[config.mk]
export PLATFORM = sky130hd
export DESIGN_NAME = mips_mem_arbiter
export DESIGN_NICKNAME = d
export VERILOG_FILES = /design/src/rtl/mips_pkg.sv /design/src/rtl/mips_arb_pick.sv /design/src/rtl/mips_mem_arbiter.sv
export SDC_FILE = /design/constraint.sdc
export NUM_CORES = 1
export LEC_CHECK = 0
export CAP_MARGIN = 15
export CORE_AREA = 2 2 134 136
export DETAILED_ROUTE_END_ITERATION = 6
export DIE_AREA = 0 0 136 138
export SLEW_MARGIN = 10
export SYNTH_ARGS = -nofsm -noshare
export SYNTH_HDL_FRONTEND = slang
export SYNTH_SLANG_ARGS = --single-unit
[constraint.sdc]
create_clock -name clk -period 2.1 [get_ports clk]
set_input_delay 0.315 -clock clk [delete_from_list [all_inputs] [get_ports clk]]
set_output_delay 0.315 -clock clk [all_outputs]
set_load 0.05 [all_outputs]
[src/rtl/mips_pkg.sv]
// Shared types and constants for the MIPS memory arbiter: FSM states,
// requester indices and memory geometry.
package mips_pkg;

    typedef enum logic [1:0] {
        ST_IDLE  = 2'd0,
        ST_ISSUE = 2'd1,
        ST_RESP  = 2'd2
    } state_e;

    localparam int NUM_REQ    = 3;
    localparam int REQ_LD     = 0;
    localparam int REQ_DM     = 1;
    localparam int REQ_IF     = 2;

    localparam int MEM_DEPTH  = 1024;
    localparam int MEM_AW_DEF = 10;

endpackage

[src/rtl/mips_arb_pick.sv]
// Combinational fixed-priority picker (ld > dm > if) with an override that
// lets a starved fetch beat dm once the data streak is full.
module mips_arb_pick
    import mips_pkg::*;
(
    input  logic [NUM_REQ-1:0] req_i,
    input  logic [NUM_REQ-1:0] excl_i,
    input  logic               streak_full_i,
    output logic [NUM_REQ-1:0] gnt_o
);

    logic [NUM_REQ-1:0] elig;
    assign elig = req_i & ~excl_i;

    always_comb begin
        gnt_o = '0;
        if (elig[REQ_LD])
            gnt_o[REQ_LD] = 1'b1;
        else if (elig[REQ_IF] && streak_full_i)
            gnt_o[REQ_IF] = 1'b1;
        else if (elig[REQ_DM])
            gnt_o[REQ_DM] = 1'b1;
        else if (elig[REQ_IF])
            gnt_o[REQ_IF] = 1'b1;
    end

endmodule

[src/rtl/mips_mem_arbiter.sv]
// Three-port arbiter (loader, data, fetch) onto one single-port synchronous RAM.
// IDLE -> ISSUE -> RESP, with back-to-back accesses re-arbitrated in RESP.
module mips_mem_arbiter
    import mips_pkg::*;
#(
    parameter int MEM_AW     = MEM_AW_DEF,
    parameter int STREAK_MAX = 3
) (
    input  logic              clk,
    input  logic              rst_n,
    input  logic              ld_req,
    input  logic              ld_we,
    input  logic [31:0]       ld_addr,
    input  logic [31:0]       ld_wdata,
    output logic              ld_ack,
    output logic              ld_err,
    output logic [31:0]       ld_rdata,
    input  logic              dm_req,
    input  logic              dm_we,
    input  logic [31:0]       dm_addr,
    input  logic [31:0]       dm_wdata,
    output logic              dm_ack,
    output logic              dm_err,
    output logic [31:0]       dm_rdata,
    input  logic              if_req,
    input  logic [31:0]       if_addr,
    output logic              if_ack,
    output logic              if_err,
    output logic [31:0]       if_rdata,
    output logic              mem_en,
    output logic              mem_we,
    output logic [MEM_AW-1:0] mem_addr,
    output logic [31:0]       mem_wdata,
    input  logic [31:0]       mem_rdata,
    output logic              busy
);

    localparam int SW = $clog2(STREAK_MAX + 1);

    state_e             state_q;
    logic [NUM_REQ-1:0] win_q, ack_q;
    logic               we_q, err_q;
    logic [SW-1:0]      streak_q, streak_d;
    logic               mem_en_q, mem_we_q;
    logic [MEM_AW-1:0]  mem_addr_q;
    logic [31:0]        mem_wdata_q;

    logic [NUM_REQ-1:0] req_vec, excl, gnt;
    logic               streak_full, arb_en, take, if_pend;
    logic [31:0]        sel_addr, sel_wdata;
    logic               sel_we, sel_oor, rd_ok;

    assign req_vec = {if_req, dm_req, ld_req};
    // The RESP winner still holds its req for the access being acked, so it
    // cannot win the slot that immediately follows.
    assign excl        = (state_q == ST_RESP) ? win_q : '0;
    assign streak_full = (streak_q == SW'(STREAK_MAX));
    assign arb_en      = (state_q == ST_IDLE) || (state_q == ST_RESP);
    assign take        = arb_en && (|gnt);
    assign if_pend     = req_vec[REQ_IF] & ~excl[REQ_IF];

    mips_arb_pick u_pick (
        .req_i         (req_vec),
        .excl_i        (excl),
        .streak_full_i (streak_full),
        .gnt_o         (gnt)
    );

    always_comb begin
        sel_addr  = '0;
        sel_we    = 1'b0;
        sel_wdata = '0;
        if (gnt[REQ_LD]) begin
            sel_addr  = ld_addr;
            sel_we    = ld_we;
            sel_wdata = ld_wdata;
        end else if (gnt[REQ_DM]) begin
            sel_addr  = dm_addr;
            sel_we    = dm_we;
            sel_wdata = dm_wdata;
        end else if (gnt[REQ_IF]) begin
            sel_addr  = if_addr;
        end
    end

    assign sel_oor = |sel_addr[31:MEM_AW];

    always_comb begin
        streak_d = streak_q;
        if (take && gnt[REQ_DM])
            streak_d = !if_pend ? '0 : (streak_full ? streak_q : streak_q + 1'b1);
        else if (take && gnt[REQ_IF])
            streak_d = '0;
    end

    always_ff @(posedge clk or negedge rst_n) begin
        if (!rst_n) begin
            state_q     <= ST_IDLE;
            win_q       <= '0;
            ack_q       <= '0;
            we_q        <= 1'b0;
            err_q       <= 1'b0;
            streak_q    <= '0;
            mem_en_q    <= 1'b0;
            mem_we_q    <= 1'b0;
            mem_addr_q  <= '0;
            mem_wdata_q <= '0;
        end else begin
            mem_en_q    <= 1'b0;
            mem_we_q    <= 1'b0;
            mem_addr_q  <= '0;
            mem_wdata_q <= '0;
            ack_q       <= '0;
            streak_q    <= streak_d;
            case (state_q)
                ST_IDLE, ST_RESP: begin
                    if (take) begin
                        state_q     <= ST_ISSUE;
                        win_q       <= gnt;
                        we_q        <= sel_we;
                        err_q       <= sel_oor;
                        mem_en_q    <= ~sel_oor;
                        mem_we_q    <= sel_we & ~sel_oor;
                        mem_addr_q  <= sel_addr[MEM_AW-1:0];
                        mem_wdata_q <= sel_wdata;
                    end else begin
                        state_q <= ST_IDLE;
                    end
                end
                ST_ISSUE: begin
                    state_q <= ST_RESP;
                    ack_q   <= win_q;
                end
                default: state_q <= ST_IDLE;
            endcase
        end
    end

    assign rd_ok     = ~we_q & ~err_q;
    assign mem_en    = mem_en_q;
    assign mem_we    = mem_we_q;
    assign mem_addr  = mem_addr_q;
    assign mem_wdata = mem_wdata_q;
    assign busy      = (state_q != ST_IDLE);

    assign ld_ack   = ack_q[REQ_LD];
    assign dm_ack   = ack_q[REQ_DM];
    assign if_ack   = ack_q[REQ_IF];
    assign ld_err   = ack_q[REQ_LD] & err_q;
    assign dm_err   = ack_q[REQ_DM] & err_q;
    assign if_err   = ack_q[REQ_IF] & err_q;
    assign ld_rdata = (ack_q[REQ_LD] && rd_ok) ? mem_rdata : '0;
    assign dm_rdata = (ack_q[REQ_DM] && rd_ok) ? mem_rdata : '0;
    assign if_rdata = (ack_q[REQ_IF] && rd_ok) ? mem_rdata : '0;

endmodule

== Word level (Yosys, flattened, before mapping) ==
Cells that the tools add are included.
Operators by class
  add/subtract/negate cells: 1
  eq/ne operators: 4
  mux-type cells: 33
  bitwise logic cells: 12
  reductions and logical operators: 16
Operator list (count)
  2-to-1 mux 32 bit: 10
  OR reduction 22 bit: 1
  2-to-1 mux 10 bit: 2
  2-to-1 mux 1 bit: 13
  2-to-1 mux 2 bit: 5
  logical AND 1 bit: 7
  bitwise AND 1 bit: 6
  2-to-1 mux 3 bit: 2
  equality test 2 bit (second input constant): 2
  NOT 1 bit: 4
  one-hot mux 2 bit (2 select lines): 1
  AND reduction 2 bit: 2
  nonzero test 2 bit: 2
  bitwise AND 3 bit: 1
  != test 3 bit (second input constant): 1
  NOT 3 bit: 1
  OR reduction 3 bit: 1
  adder 2 x 1 -> 2 bit (second input constant): 1
  equality test 2 x 1 -> 1 bit (second input constant): 1
  zero test 2 bit: 1
  OR reduction 2 bit: 1
  logical OR 1 bit: 1
Word-level totals
  flip-flop bits (word level): 56
  input port bits: 199
  output and inout port bits: 147

== Depth between registers and ports, before layout ==
  depth in word-level cells: 16
  depth in mapped cells: 8
  mapped depth without buffers: 6

== Hierarchy ==
From an unflattened synthesis, not the netlist that was laid out.
Unflattened totals
  cell total of the unflattened synthesis: 339
  area total of the unflattened synthesis: 3115.5 um^2
Modules (own cells, without submodules)
  mips_mem_arbiter: times used 1, cells each 334, area an instance 3055.4 um^2
  mips_arb_pick: times used 1, cells each 5, area an instance 60.1 um^2

== Worst setup path before layout ==
Ideal clock, no wire load.
  path type: register -> output
  start point: register err_q
  end point: output dm_rdata[22]
  arrival time: 1.569 ns
  data required time: 1.785 ns
  setup slack: 0.216 ns
  cell stages (with the launch flop): 5
  buffers on the path: 2
  cell sequence: dfrtp_1 > nor2_1 > clkbuf_1 > clkbuf_1 > and3_1
Between the ends
  word-level cells in the longest chain between the ends: 4
RTL lines
  from (decl): line mips_mem_arbiter.sv:42  | logic we_q, err_q;
  from (signal assigned): line mips_mem_arbiter.sv:121  | err_q <= sel_oor;
  NOT 1 bit: line mips_mem_arbiter.sv:139  | assign rd_ok = ~we_q & ~err_q;
  bitwise AND 1 bit: line mips_mem_arbiter.sv:139
  logical AND 1 bit: line mips_mem_arbiter.sv:153  | assign dm_rdata = (ack_q[REQ_DM] && rd_ok) ? mem_rdata : '0;
  2-to-1 mux 32 bit: line mips_mem_arbiter.sv:153
  to (decl): line mips_mem_arbiter.sv:24  | output logic [31:0] dm_rdata,
Every way passes these cells.

== Worst setup path after layout ==
  start point: input if_addr[16]
  end point: register err_q
Between the ends
  word-level cells in the longest chain between the ends: 4
RTL lines
  from (decl): line mips_mem_arbiter.sv:26  | input logic [31:0] if_addr,
  2-to-1 mux 32 bit: line mips_mem_arbiter.sv:81  | end else if (gnt[REQ_IF]) begin
  2-to-1 mux 32 bit: line mips_mem_arbiter.sv:77  | end else if (gnt[REQ_DM]) begin
  2-to-1 mux 32 bit: line mips_mem_arbiter.sv:73  | if (gnt[REQ_LD]) begin
  OR reduction 22 bit: line mips_mem_arbiter.sv:86  | assign sel_oor = |sel_addr[31:MEM_AW];
Every way passes these cells.
A chain may end at the register's enable or synchronous reset.

==> metrics.md <==
| Metric | Value |
|---|---|
| Status | finished, violations left |
| Failing checks | negative hold slack |
| Residual DRC | 0 |
| Worst-Margin Slew | 0.554 ns |
| Most used cell, CP | or4_1 |
| Final setup fails | 0 |
| Post-Syn Area | 3140 um2 |
| Rel. slew slack | 0.630 |
| Vias per Instance | 4.55 |
| Slew Limit Fails | 0 |
| Clock skew | 0.00814 ns |
| Crit path max fanout | 3 |
| EDFF count, synth | 0 |
| R2r worst-path depth | 6 |
| Final clock period utilization by the worst path | 0.955 |
| RR Endpoint | mem_wdata[21] |
| Post-synth top flop | dfrtp_1 |
| Total CTS buffers | 5 |
| WP data required | 2.28 ns |
| Total GRT Usage | 0.160 |
| Starting Density | 0.179 |
| Hold Vio Cnt, Final | 16 |
| CTS tree | done |
| Setup WS pre-CTS | -0.208 ns |
| Clk buf depth | 2 |
| DRT Pass-1 Iters | 4 |
| Final ANT Viol Nets | 0 |
| Synthesized Nets | 549 |
| Final worst slack | 0.0939 ns |
| M2 GR Usage | 0.295 |
| FP Rows | 49 |
| F_max | 0.498 GHz |
| Critical-path top delay cell | or4_1 |
| GRT busiest layer | met2 |
| Final min period | 2.01 ns |
| Post-DP HPWL | 12900 um |
| Critical Path Source | if_addr[16] |
| Layout Area Growth over Synthesis | 157% |
| Unrepaired setup endpoints after global routing | false |
| Grt met1 use | 0.170 |
| CP cell instances | clkdlybuf4s50_1 > or4_1 > or4_1 > a21o_1 > o22a_1 |
| Port Buffers | 345 |
| Worst hold path type | input pin to asynchronous set/reset pin |
| Critical Path Max Stage Delay | 0.54 ns |
| Crit path launch type | input pin |
| Critical Path AT | 2.19 ns |
| Power Dens Cells | 784 nW/um2 |
| Clock Pin Slew Worst Setup and Hold Paths | 0.08 ns |
| Vias in the first global route | 4283 |
| DRT Wirelength | 15700 um |
| First-pass GRT wire length | 23700 um |
| Share of the synthesized area in the top cell type | 0.446 |
| Critical path class | input pin to register |
| Setup crit end kind | register |
| Core area | 17500 um2 |
| Flip-flop and latch count after synthesis | 56 |
| 1st-iter DRT viols | 137 |
| Worst hold margin | -0.0111 ns |
| Die X | 136 um |
| Peak VDD IR | 0.460 mV |
| Largest cells by area after synthesis | dfrtp_1, and3_1, a22oi_1 |
| Sequential area share after synthesis | 0.446 |
| Vias | 4152 |
| Cell count after synthesis | 349 |
| Synth warn | 0 |
| Clock Root Buffer | clkbuf_16 |
| H-Tree Depth | 2 |
| Clock Latency Late Sink | 0.30 ns |
| Leading area contributor after synthesis | dfrtp_1 |
| Die Y | 138 um |
| R2R Setup Slk | 0.22 ns |
| Grt met3 use | 0.0543 |
| CTS Sinks | 56 |
| Setup crit end | err_q |
| Fill cells | 1606 |
| Nets@finish | 882 |
| Async SR Flop Fraction | 1.00 |
| Die Area | 18800 um2 |
| Leak | 3.60 nW |
| Synth cell types | 34 |
| Mean area per synthesized cell | 9.01 um2 |
| Routed WL per cell | 17.2 um |
| Diode count | 0 |
| Antenna violations before repair | 0 |
| Beginning of the worst register-to-register path | state_q[0] |
| Num ports | 346 |
| Setup bufs post-CTS | 0 |
| RD Place Congestion | 0.815 |
| Largest net degree at the start of global routing | 97 |
| Share of layout cells above drive strength 1 | 0.205 |
| GR Overflow Total | 0 |
| Number of max-cap violations | 0 |
-- per-stage QoR --
step / cells / util / area, um2 / setup TNS, ns / power, mW
2_1_floorplan: 349 / - / 3140 / 0 / 3.62
3_3_place_gp: 904 / 0.452 / 7930 / -0.389 / 5.45
3_5_place_dp: 904 / 0.452 / 7930 / -0.599 / 5.52
4_1_cts: 912 / 0.461 / 8090 / 0 / 6.40
5_1_grt: 912 / 0.461 / 8090 / 0 / 6.67
6_report: 912 / 0.461 / 8090 / 0 / 6.34
-- kinds of logic (layout without fill, tap and decap cells) --
logic type / after synthesis / in the layout / share of synthesized area
muxes: 1 / 1 / 0.00358
AOI/OAI and AO/OA: 57 / 57 / 0.141
adders and majority gates: 1 / 1 / 0.00398
DFF: 56 / 56 / 0.446
and+or+nand+nor: 194 / 194 / 0.349
buffers and inverters: 40 / 374 / 0.0569
-- registers in the layout, summed over array words and instances (netlist names) --
name       flops
streak_q       2
mem_addr      10
mem_wdata     32
ack_q          3
mem_en         1
mem_we         1
err_q          1
win_q          3
we_q           1
state_q        2
-- critical path: cells and delay by family --
kind / cells / cell delay (ns)
buffers and inverters: 1 / 0.41
AND/OR/NAND/NOR: 2 / 1.05
AO/OA/AOI/OAI: 2 / 0.42
-- Yosys cell counts (7+ instances only) --
cell type,count
dfrtp_1,56
and2_1,8
buf_2,7
nor2_1,46
clkbuf_1,26
and3_1,97
nor3_1,12
nor4_1,14
a22oi_1,32
a221oi_1,10
-- per-layer routing --
| metal | up-vias | wire length (um) |
|---|---|---|
| li1 | 1957 | - |
| met1 | 1930 | 5590 |
| met2 | 245 | 8140 |
| met3 | 20 | 1620 |
| met4 | 0 | 299 |
| met5 | - | 0 |
-- repair_timing --
item                       4_1_cts  5_1_grt
hold buffers                     0        0
gates resized for setup          0        1
setup endpoints to repair        0        1
-- where the power goes --
| part | leakage, nW | internal (mW) | switching [mW] |
|---|---|---|---|
| logic | 2.78 | 1.62 | 2.36 |
| registers | 0.743 | 1.35 | 0.144 |
| clock network | 0.0719 | 0.453 | 0.405 |
-- cells in the final DEF, fill, tap and decap left out, types with 2 or more instances in the layout --
master and instances:
clkdlybuf4s50_1 241, buf_12 107, and3_1 97, dfrtp_1 56
nor2_1 44, a22oi_1 32, nor4_1 14, buf_4 13
nor3_1 12, a221oi_1 10, and2_1 8, clkbuf_16 5
inv_1 4, nand2_1 4, or4_1 4, nand4_1 3
o21ai_0 3, o22ai_1 2, a21oi_1 2, a22o_1 2
-- area by class of cell --
type,count,area (um2),area share
tap,229,287,0.0354
timing repair buffer,362,4660,0.576
clock inverter,3,27.5,0.00340
clock buffer,5,125,0.0155
inverter,4,15.0,0.00186
sequential,56,1400,0.173
multi-input combinational,253,1580,0.195
-- worst min-delay path by stage --
stage / from / endpoint / slack [ns]
2_1_floorplan: rst_n / ack_q[0] / 0.02
3_3_place_gp: rst_n / mem_wdata[2] / 0.33
5_1_grt: rst_n / mem_wdata[2] / 0.03
4_1_cts: rst_n / mem_wdata[2] / 0.009
6_report: rst_n / mem_wdata[2] / -0.01
3_5_place_dp: rst_n / mem_wdata[2] / 0.33
(Power assumes the default switching activity.)
